--- config.mk ---
export PLATFORM = sky130hd
export DESIGN_NAME = result_line_packer_flat
export DESIGN_NICKNAME = d
export VERILOG_FILES = /design/src/rtl/result_line_packer_if.sv /design/src/rtl/result_line_packer.sv /design/src/flat_wrapper.sv
export SDC_FILE = /design/constraint.sdc
export NUM_CORES = 2
export LEC_CHECK = 0
export CAP_MARGIN = 20
export CORE_MARGIN = 2
export CORE_UTILIZATION = 58
export CTS_CLUSTER_DIAMETER = 60
export DETAILED_ROUTE_END_ITERATION = 6
export PLACE_DENSITY = 0.85
export SYNTH_ARGS = -nofsm -noshare
export SYNTH_HDL_FRONTEND = slang
export SYNTH_SLANG_ARGS = --single-unit
--- constraint.sdc ---
create_clock -name clk -period 7.9 [get_ports clk]
set_input_delay 1.185 -clock clk [delete_from_list [all_inputs] [get_ports clk]]
set_output_delay 1.185 -clock clk [all_outputs]
set_load 0.01 [all_outputs]
--- src/rtl/result_line_packer_if.sv ---
// Handshake bundle between the convolution result stream, the line packer and the
// result writer, plus the packer's line/word counters.
interface result_line_packer_if #(
   parameter int WORD_W         = 32,
   parameter int WORDS_PER_LINE = 16
);
   logic                               in_valid;
   logic [WORD_W-1:0]                  in_data;
   logic                               in_last;
   logic                               in_ready;
   logic                               out_valid;
   logic [WORD_W*WORDS_PER_LINE-1:0]   out_data;
   logic                               out_last;
   logic                               out_ready;
   logic [31:0]                        line_count;
   logic [31:0]                        word_count;

   modport master (
      output in_valid, in_data, in_last, out_ready,
      input  in_ready, out_valid, out_data, out_last, line_count, word_count
   );

   modport slave (
      input  in_valid, in_data, in_last, out_ready,
      output in_ready, out_valid, out_data, out_last, line_count, word_count
   );
endinterface

--- src/rtl/result_line_packer.sv ---
// Packs 32-bit convolution results into 512-bit cache lines with a two-deep line
// buffer (output register + accumulator); a partial final line is zero-padded.
module result_line_packer #(
   parameter int WORD_W         = 32,
   parameter int WORDS_PER_LINE = 16
) (
   input  logic                   clk,
   input  logic                   resetb,
   input  logic                   clear,
   result_line_packer_if.slave    bus
);
   localparam int LINE_W = WORD_W * WORDS_PER_LINE;
   localparam int IDX_W  = $clog2(WORDS_PER_LINE);
   localparam logic [IDX_W-1:0] LAST_IDX = IDX_W'(WORDS_PER_LINE - 1);

   logic [LINE_W-1:0] acc_q, acc_d;
   logic [IDX_W-1:0]  idx_q, idx_d;
   logic              acc_full_q, acc_full_d;
   logic              acc_last_q, acc_last_d;
   logic [LINE_W-1:0] out_data_q, out_data_d;
   logic              out_valid_q, out_valid_d;
   logic              out_last_q, out_last_d;
   logic [31:0]       line_count_q, line_count_d;
   logic [31:0]       word_count_q, word_count_d;

   logic              out_free_s;
   logic              accept_s;
   logic              complete_s;
   logic              handoff_s;
   logic [LINE_W-1:0] acc_with_s;

   assign out_free_s = !out_valid_q || bus.out_ready;
   assign accept_s   = bus.in_valid && !acc_full_q;
   assign complete_s = accept_s && ((idx_q == LAST_IDX) || bus.in_last);
   assign handoff_s  = out_valid_q && bus.out_ready;

   // Current line including the incoming word; slots above idx are already zero.
   always_comb begin
      acc_with_s = acc_q;
      acc_with_s[idx_q*WORD_W +: WORD_W] = bus.in_data;
   end

   // Next-state logic for accumulator, output register and counters.
   always_comb begin
      acc_d        = acc_q;
      idx_d        = idx_q;
      acc_full_d   = acc_full_q;
      acc_last_d   = acc_last_q;
      out_data_d   = out_data_q;
      out_valid_d  = out_valid_q;
      out_last_d   = out_last_q;
      line_count_d = line_count_q;
      word_count_d = word_count_q;

      if (handoff_s) begin
         out_valid_d  = 1'b0;
         line_count_d = line_count_q + 32'd1;
      end else begin
         line_count_d = line_count_q;
      end

      // A held line takes priority; input is stalled while the accumulator is full.
      if (acc_full_q && out_free_s) begin
         out_data_d  = acc_q;
         out_valid_d = 1'b1;
         out_last_d  = acc_last_q;
         acc_d       = '0;
         idx_d       = '0;
         acc_full_d  = 1'b0;
         acc_last_d  = 1'b0;
      end else if (accept_s) begin
         word_count_d = word_count_q + 32'd1;
         if (complete_s) begin
            if (out_free_s) begin
               out_data_d  = acc_with_s;
               out_valid_d = 1'b1;
               out_last_d  = bus.in_last;
               acc_d       = '0;
               idx_d       = '0;
            end else begin
               acc_d       = acc_with_s;
               idx_d       = '0;
               acc_full_d  = 1'b1;
               acc_last_d  = bus.in_last;
            end
         end else begin
            acc_d = acc_with_s;
            idx_d = idx_q + IDX_W'(1);
         end
      end else begin
         acc_d = acc_q;
      end
   end

   // State registers with synchronous reset and soft clear.
   always_ff @(posedge clk) begin
      if (!resetb || clear) begin
         acc_q        <= '0;
         idx_q        <= '0;
         acc_full_q   <= 1'b0;
         acc_last_q   <= 1'b0;
         out_data_q   <= '0;
         out_valid_q  <= 1'b0;
         out_last_q   <= 1'b0;
         line_count_q <= 32'd0;
         word_count_q <= 32'd0;
      end else begin
         acc_q        <= acc_d;
         idx_q        <= idx_d;
         acc_full_q   <= acc_full_d;
         acc_last_q   <= acc_last_d;
         out_data_q   <= out_data_d;
         out_valid_q  <= out_valid_d;
         out_last_q   <= out_last_d;
         line_count_q <= line_count_d;
         word_count_q <= word_count_d;
      end
   end

   assign bus.in_ready   = !acc_full_q;
   assign bus.out_valid  = out_valid_q;
   assign bus.out_data   = out_data_q;
   assign bus.out_last   = out_last_q;
   assign bus.line_count = line_count_q;
   assign bus.word_count = word_count_q;
endmodule
--- src/flat_wrapper.sv ---
// flat-port wrapper written by rule: the top's interface ports become plain ports
module result_line_packer_flat 
#(
   parameter int WORD_W         = 32,
   parameter int WORDS_PER_LINE = 16
)
  (clk, resetb, clear, bus_in_valid, bus_in_data, bus_in_last, bus_out_ready, bus_in_ready, bus_out_valid, bus_out_data, bus_out_last, bus_line_count, bus_word_count);
  result_line_packer_if #(.WORD_W(WORD_W), .WORDS_PER_LINE(WORDS_PER_LINE)) bus_i ();
  input  logic clk;
  input  logic resetb;
  input  logic clear;
  input wire logic [$bits(bus_i.in_valid)-1:0] bus_in_valid;
  input wire logic [$bits(bus_i.in_data)-1:0] bus_in_data;
  input wire logic [$bits(bus_i.in_last)-1:0] bus_in_last;
  input wire logic [$bits(bus_i.out_ready)-1:0] bus_out_ready;
  output wire logic [$bits(bus_i.in_ready)-1:0] bus_in_ready;
  output wire logic [$bits(bus_i.out_valid)-1:0] bus_out_valid;
  output wire logic [$bits(bus_i.out_data)-1:0] bus_out_data;
  output wire logic [$bits(bus_i.out_last)-1:0] bus_out_last;
  output wire logic [$bits(bus_i.line_count)-1:0] bus_line_count;
  output wire logic [$bits(bus_i.word_count)-1:0] bus_word_count;
  assign bus_i.in_valid = bus_in_valid;
  assign bus_i.in_data = bus_in_data;
  assign bus_i.in_last = bus_in_last;
  assign bus_i.out_ready = bus_out_ready;
  assign bus_in_ready = bus_i.in_ready;
  assign bus_out_valid = bus_i.out_valid;
  assign bus_out_data = bus_i.out_data;
  assign bus_out_last = bus_i.out_last;
  assign bus_line_count = bus_i.line_count;
  assign bus_word_count = bus_i.word_count;
  result_line_packer #(.WORD_W(WORD_W), .WORDS_PER_LINE(WORDS_PER_LINE)) u_core (.clk(clk), .resetb(resetb), .clear(clear), .bus(bus_i));
endmodule
Yosys cells after proc, flatten, opt, wreduce, memory -nomap -nowiden
Index checks and enable logic that the tools add are counted.
{ "word_totals": {"register_bits": 1096, "in_bits": 38, "out_inout_bits": 579, "word_cells": 52} }
{ "op_classes": {"add_sub_neg": 4, "n_eq_ne": 1, "n_shift": 2, "mux": 17, "bitwise_logic": 2, "n_reduce_logical": 17} }
{ "op_table": {"columns": ["cell", "count"], "rows": [
  ["512-bit 2-to-1 mux", 6],
  ["512-bit bitwise mux", 1],
  ["32-bit by 34-bit variable shift with 512-bit output (first input constant)", 1],
  ["32-bit by 34-bit indexed part select with 512-bit output", 1],
  ["32-bit by 1-bit adder with 32-bit output (second input constant)", 2],
  ["9-bit negation with 34-bit output", 1],
  ["1-bit 2-to-1 mux", 9],
  ["3-bit AND reduction", 2],
  ["2-bit nonzero test", 3],
  ["4-bit by 1-bit adder with 4-bit output (second input constant)", 1],
  ["4-bit == test (second input constant)", 1],
  ["1-bit logical AND", 4],
  ["4-bit 2-to-1 mux", 1],
  ["1-bit logical NOT", 3],
  ["1-bit logical OR", 3],
  ["1-bit inverter", 2],
  ["2-bit AND reduction", 1],
  ["2-bit OR reduction", 1]
]} }

Depth between registers and ports, before layout
{ "logic_depth": {"depth_word": 7, "mapped_depth": 12, "mapped_depth_nobuf": 7} }

Worst setup path after synthesis
No wires, ideal clock.
{ "synth_path": {"kind": "input-to-reg", "start": "in bus_out_ready", "end": "reg u_core.out_data_q[127], in the netlist u_core.bus.out_data[127]", "setup_ps": 132, "arrival_time_ps": 2544, "t_required_ps": 7768, "slack_ps": 5223, "stages": 7, "n_path_buf": 2, "path_cell_list": "and2b_4 nor2_2 buf_6 nor4_4 buf_6 mux2i_1 a21oi_1"} }
{ "synth_via": {"elab_chain_cells": 4, "word_cells_on_any_way": 7, "classes_between": "mux: 1; reduce/logical: 6"} }
{ "synth_rtl": {"columns": ["item", "line_no", "source"], "rows": [
  ["start: declaration", "flat_wrapper.sv:15", "input wire logic [$bits(bus_i.out_ready)-1:0] bus_out_ready;"],
  ["1-bit logical OR *", "result_line_packer.sv:32", "assign out_free_s = !out_valid_q || bus.out_ready;"],
  ["1-bit logical AND", "result_line_packer.sv:63", "if (acc_full_q && out_free_s) begin"],
  ["2-bit nonzero test (no source line)", null, null],
  ["3-bit AND reduction (no source line)", null, null],
  ["end signal: assignment", "result_line_packer.sv:112", "out_data_q <= out_data_d;"],
  ["end: declaration", "result_line_packer.sv:20", "logic [LINE_W-1:0] out_data_q, out_data_d;"]
]} }
Every way passes the cells marked *; elsewhere a longest branch is shown, timed or not.
A chain may end at the register's enable or synchronous reset.

Worst setup path in the final report
{ "layout_path": {"start": "reg u_core.idx_q[2]", "end": "reg u_core.out_data_q[294], in the netlist u_core.bus.out_data[294]"} }
{ "layout_via": {"elab_chain_cells": 7, "word_cells_on_any_way": 13, "classes_between": "add/sub: 1; eq/ne: 1; shift: 2; mux: 5; reduce/logical: 4"} }
{ "layout_rtl": {"columns": ["item", "line_no", "source"], "rows": [
  ["start: declaration", "result_line_packer.sv:17", "logic [IDX_W-1:0] idx_q, idx_d;"],
  ["start signal: assignment", "result_line_packer.sv:109", "idx_q <= idx_d;"],
  ["9-bit negation with 34-bit output", "result_line_packer.sv:40", "acc_with_s[idx_q*WORD_W +: WORD_W] = bus.in_data;"],
  ["32-bit by 34-bit indexed part select with 512-bit output / 32-bit by 34-bit variable shift with 512-bit output (equally long branches)", "result_line_packer.sv:40", null],
  ["512-bit bitwise mux", "result_line_packer.sv:40", null],
  ["512-bit 2-to-1 mux", "result_line_packer.sv:74", "if (out_free_s) begin"],
  ["512-bit 2-to-1 mux", "result_line_packer.sv:73", "if (complete_s) begin"],
  ["512-bit 2-to-1 mux", "result_line_packer.sv:71", "end else if (accept_s) begin"],
  ["512-bit 2-to-1 mux", "result_line_packer.sv:63", null]
]} }
Several ways; a longest one is shown, not always the timed one. The select of a mux whose other input is x is not followed.

==> key figures <==
Placed design
  – Setup WS pre-CTS: 3.29 ns
  – IO Port Bufs: 616
  – Dpl cells: 5344
  – Post-DP HPWL: 89.2 mm
  – Placer Congestion: 0.901

Synth
  – Yosys top cell by area: dfxtp_1
  – Net Count, Synth: 4196
  – Largest family of logic cells by synthesized area: compound AO/OA/AOI/OAI gates
  – Synth Area in Simple Gates: 8.16%
  – Register area share after synthesis: 53.4%
  – Main synth FF type: dfxtp_1
  – #FFs+latches synth: 1096
  – Post-synthesis adder-cell area fraction: 0.152%
  – Compound-gate portion of the synthesized area: 27.3%
  – Synth top area cells: dfxtp_1, a32o_1, o21ai_0
  – Post-synthesis mux area share: 4.75%
  – Syn. warnings: 0
  – Top-area cell type share of the netlist area: 53.4%
  – EDFF count, synth: 0
  – Mapped Area: 41100 um2
  – Ys async rst share: 0%
  – XOR/XNOR Fraction of Synth Area: 1.17%
  – Netlist cell types: 76
  – Mapped Cells: 4153
  – Synthesized area per cell: 9.89 um2

Power and ir drop
  – Seq pwr share: 49.6%
  – Cell Int Power: 0.00869 W
  – Leakage: 17.2 nW
  – Switching Fraction: 23.6%
  – Clock network fraction of total power: 44.6%
  – Maximum vdd drop: 0.187 mV
  – Switching pwr: 0.00269 W
  – PD cells: 223 nW/um2
  – Logic pwr share: 5.8%

Worst setup path
  – Critical path class: reg2reg
  – Reg2reg path depth: 9
  – Critical path endpoint: u_core.bus.out_data[294]
  – Slowest cell delay on critical path: 0.89 ns
  – Critical-path cell list: nor3_1 > ha_1 > or2_0 > a2111oi_4 > buf_4 > nand2b_1 > buf_4 > o221ai_1 > a21oi_1
  – Max FO, Critical Path: 33
  – Startpoint Class: register
  – Worst reg2reg path endpoint: u_core.bus.out_data[294]
  – CP Depth: 9
  – Most Frequent Cell on Critical Path: buf_4
  – R2R Path Start: u_core.idx_q[2]
  – CP startpoint: u_core.idx_q[2]
  – CP max-delay cell: dfxtp_1
  – Top cell family by delay on the critical path: simple AND/OR/NAND/NOR gates
  – WP buf/inv: 2
  – Data arrival time of the critical path: 5.22 ns
  – Reg2reg setup slack: 3.28 ns
  – WP data required: 8.50 ns
  – Crit path capture type: register

Outcome
  – Outcome: completed

Floorplanning
  – Initial Util: 58.6%
  – FP Rows: 97
  – Die area: 72900 um2
  – I/O pin total: 617
  – Die extent in x: 270 um
  – Die span in y: 270 um
  – Core region area: 70000 um2

Clock network
  – Setup bufs post-CTS: 0
  – CTS Root Buffer Type: clkbuf_16
  – Clock transition at path regs: 0.06 ns
  – CTS buffer count: 106
  – Cts hold-fix bufs: 0
  – Skew-Pair Late Insertion Delay: 0.68 ns
  – Htree depth: 3
  – Longest Clk Path Bufs: 3
  – CTS tree: yes
  – Number of gates resized after cts: 0
  – # clock sinks: 1096

Route
  – Avg WL per Cell: 26.1 um
  – TritonRoute pass-1 iters: 6
  – DR iter-0 viols: 5183
  – DRT Wirelength: 144 mm
  – Post-route DRC: 0
  – Vias per cell: 6.81
  – Antenna Nets Post-Route: 0
  – Vias: 37.7k

Layout
  – Share of cells above drive strength 1: 7.08%
  – Final core occ: 72.7%
  – Nets: 4557
  – Area grow syn2layout: 23.9%
  – Non-Filler Instances: 5532

Timing
  – Max_slew headroom: 19.9%
  – Setup ws final: 3.28 ns
  – Tcrit/Tclk final: 58.5%
  – Min Tclk post-route: 4.62 ns
  – Slew @ Worst Pin: 1.20 ns
  – Fmax: 216 MHz
  – Hold Vio Cnt, Final: 0
  – RSZ-0062 raised after global routing: false
  – Clk_skew: 0.0228 ns
  – Setup TNS: 0 ns
  – Hold_ws: 0.449 ns
  – Slew Limit Fails: 0
  – # setup viols final: 0

Global route
  – First-pass GRT wire length: 218 mm
  – GRT overflow: 0
  – GRT Util Overall: 37.7%
  – Pin count of the biggest net entering global routing: 210
  – Initial antenna violation count: 2
  – Number of global-route vias before repair: 36.3k

Flow run
  – Max-Cap Viols: 0

Min path
  – Worst min path class: reg2reg
## cell families (layout without fill, tap and decap cells)
kind of cell	after synthesis	count (layout)
AO/OA/AOI/OAI	1638	1638
flip-flops	1096	1096
AND/OR/NAND/NOR	693	693
buffers and inverters	472	910
multiplexers	195	195
XOR/XNOR	54	54
adder cells (fa/ha/maj)	5	5
other	0	1
## per-layer routing
layer | vias to the layer above | global-route usage, % | share of wire [%]
met1 | 18272 | 48.0 | 38
met5 | - | 0 | 0
met2 | 2655 | 59.5 | 45
met3 | 511 | 9.08 | 12
li1 | 16250 | - | -
met4 | 0 | 19.4 | 5.2
## power by group through the flow
stage	Sequential [W]	Combinational [W]	Clock [W]
finish	0.00564	0.000664	0.00507
CTS	0.00564	0.000643	0.00506
global placement	0.00576	0.000628	0
floorplan	0.00577	0.000311	0
global route	0.00564	0.000691	0.00531
detailed placement	0.00576	0.000637	0
## metrics by stage
step,total power (W),instance area [um2]
finish,0.0114,50900
global route,0.0116,50900
CTS,0.0113,50900
detailed placement,0.00640,47400
global placement,0.00639,47400
floorplan,0.00608,41100
## worst min-delay path by stage
stage          slack [ns]                        to  cells past startpoint                      from
2_1_floorplan        0.43         u_core.acc_q[448]                      1         u_core.acc_q[448]
3_3_place_gp         0.43  u_core.bus.out_data[271]                      2  u_core.bus.out_data[271]
3_5_place_dp         0.44  u_core.bus.out_data[143]                      2  u_core.bus.out_data[143]
4_1_cts              0.45  u_core.bus.out_data[132]                      2  u_core.bus.out_data[132]
5_1_grt              0.47  u_core.bus.out_data[134]                      2  u_core.bus.out_data[134]
6_report             0.45  u_core.bus.out_data[132]                      2  u_core.bus.out_data[132]
## cell type report
class	instances	area, um2
fillers	4904	19100
well taps	940	1180
repair buffers	712	6930
clock buffers	154	3030
diodes	1	2.50
clock inverters	31	413
multi-input cells	2585	17400
flip-flops and latches	1096	21900
inverters	13	48.8
## cells in the mapped netlist, drive strengths merged, types with 33 or more instances
| library cell | n |
|---|---|
| a22o | 94 |
| nand3 | 72 |
| dfxtp | 1096 |
| and2 | 67 |
| mux2i | 195 |
| nor2 | 164 |
| o21ai | 431 |
| a32o | 225 |
| nand2 | 270 |
| o2bb2ai | 192 |
| o22ai | 157 |
| a211oi | 33 |
| a21oi | 350 |
| clkbuf | 298 |
| buf | 161 |
| a31oi | 33 |
| o221ai | 97 |
## cell usage in the layout, fill, tap and decap left out, types with 12 or more instances in the layout
cell             netlist  layout
a211oi_1              33      33
a21oi_1              348     347
a22o_1                94      94
a31oi_1               33      33
a32o_1               225     225
and2_1                66      66
buf_4                 14      92
clkbuf_1             298      31
clkbuf_16              0     108
clkbuf_8               0      15
clkdlybuf4s50_1        0     616
dfxtp_1             1096    1096
inv_1                 13      13
mux2i_1              195     195
nand2_1              268     267
nand3_1               71      70
nand4_1               19      19
nor2_1               161     137
nor2_2                 2      12
nor2_4                 1      15
nor3_1                19      18
o21ai_0              406     406
o21ai_1               23      18
o221ai_1              97      97
o22ai_1              157     157
o2bb2ai_1            192     192
xnor2_1               29      29
xor2_1                24      24
## flip-flops by register name, indices dropped and copies added, names as in the netlist
| name | cells |
|---|---|
| u_core.idx_q | 4 |
| u_core.bus.out_data | 512 |
| u_core.bus.line_count | 32 |
| u_core.acc_last_q | 1 |
| u_core.bus.word_count | 32 |
| u_core.acc_q | 512 |
| u_core.bus.out_valid | 1 |
| u_core.bus.out_last | 1 |
| u_core.acc_full_q | 1 |
## tightest hold or removal path: stages (launching register included)
cell and delay, ns:
dfxtp_1 0.31, nand2_1 0.05, o21ai_1 0.05
Note: power is estimated with default switching activity, not from simulation.
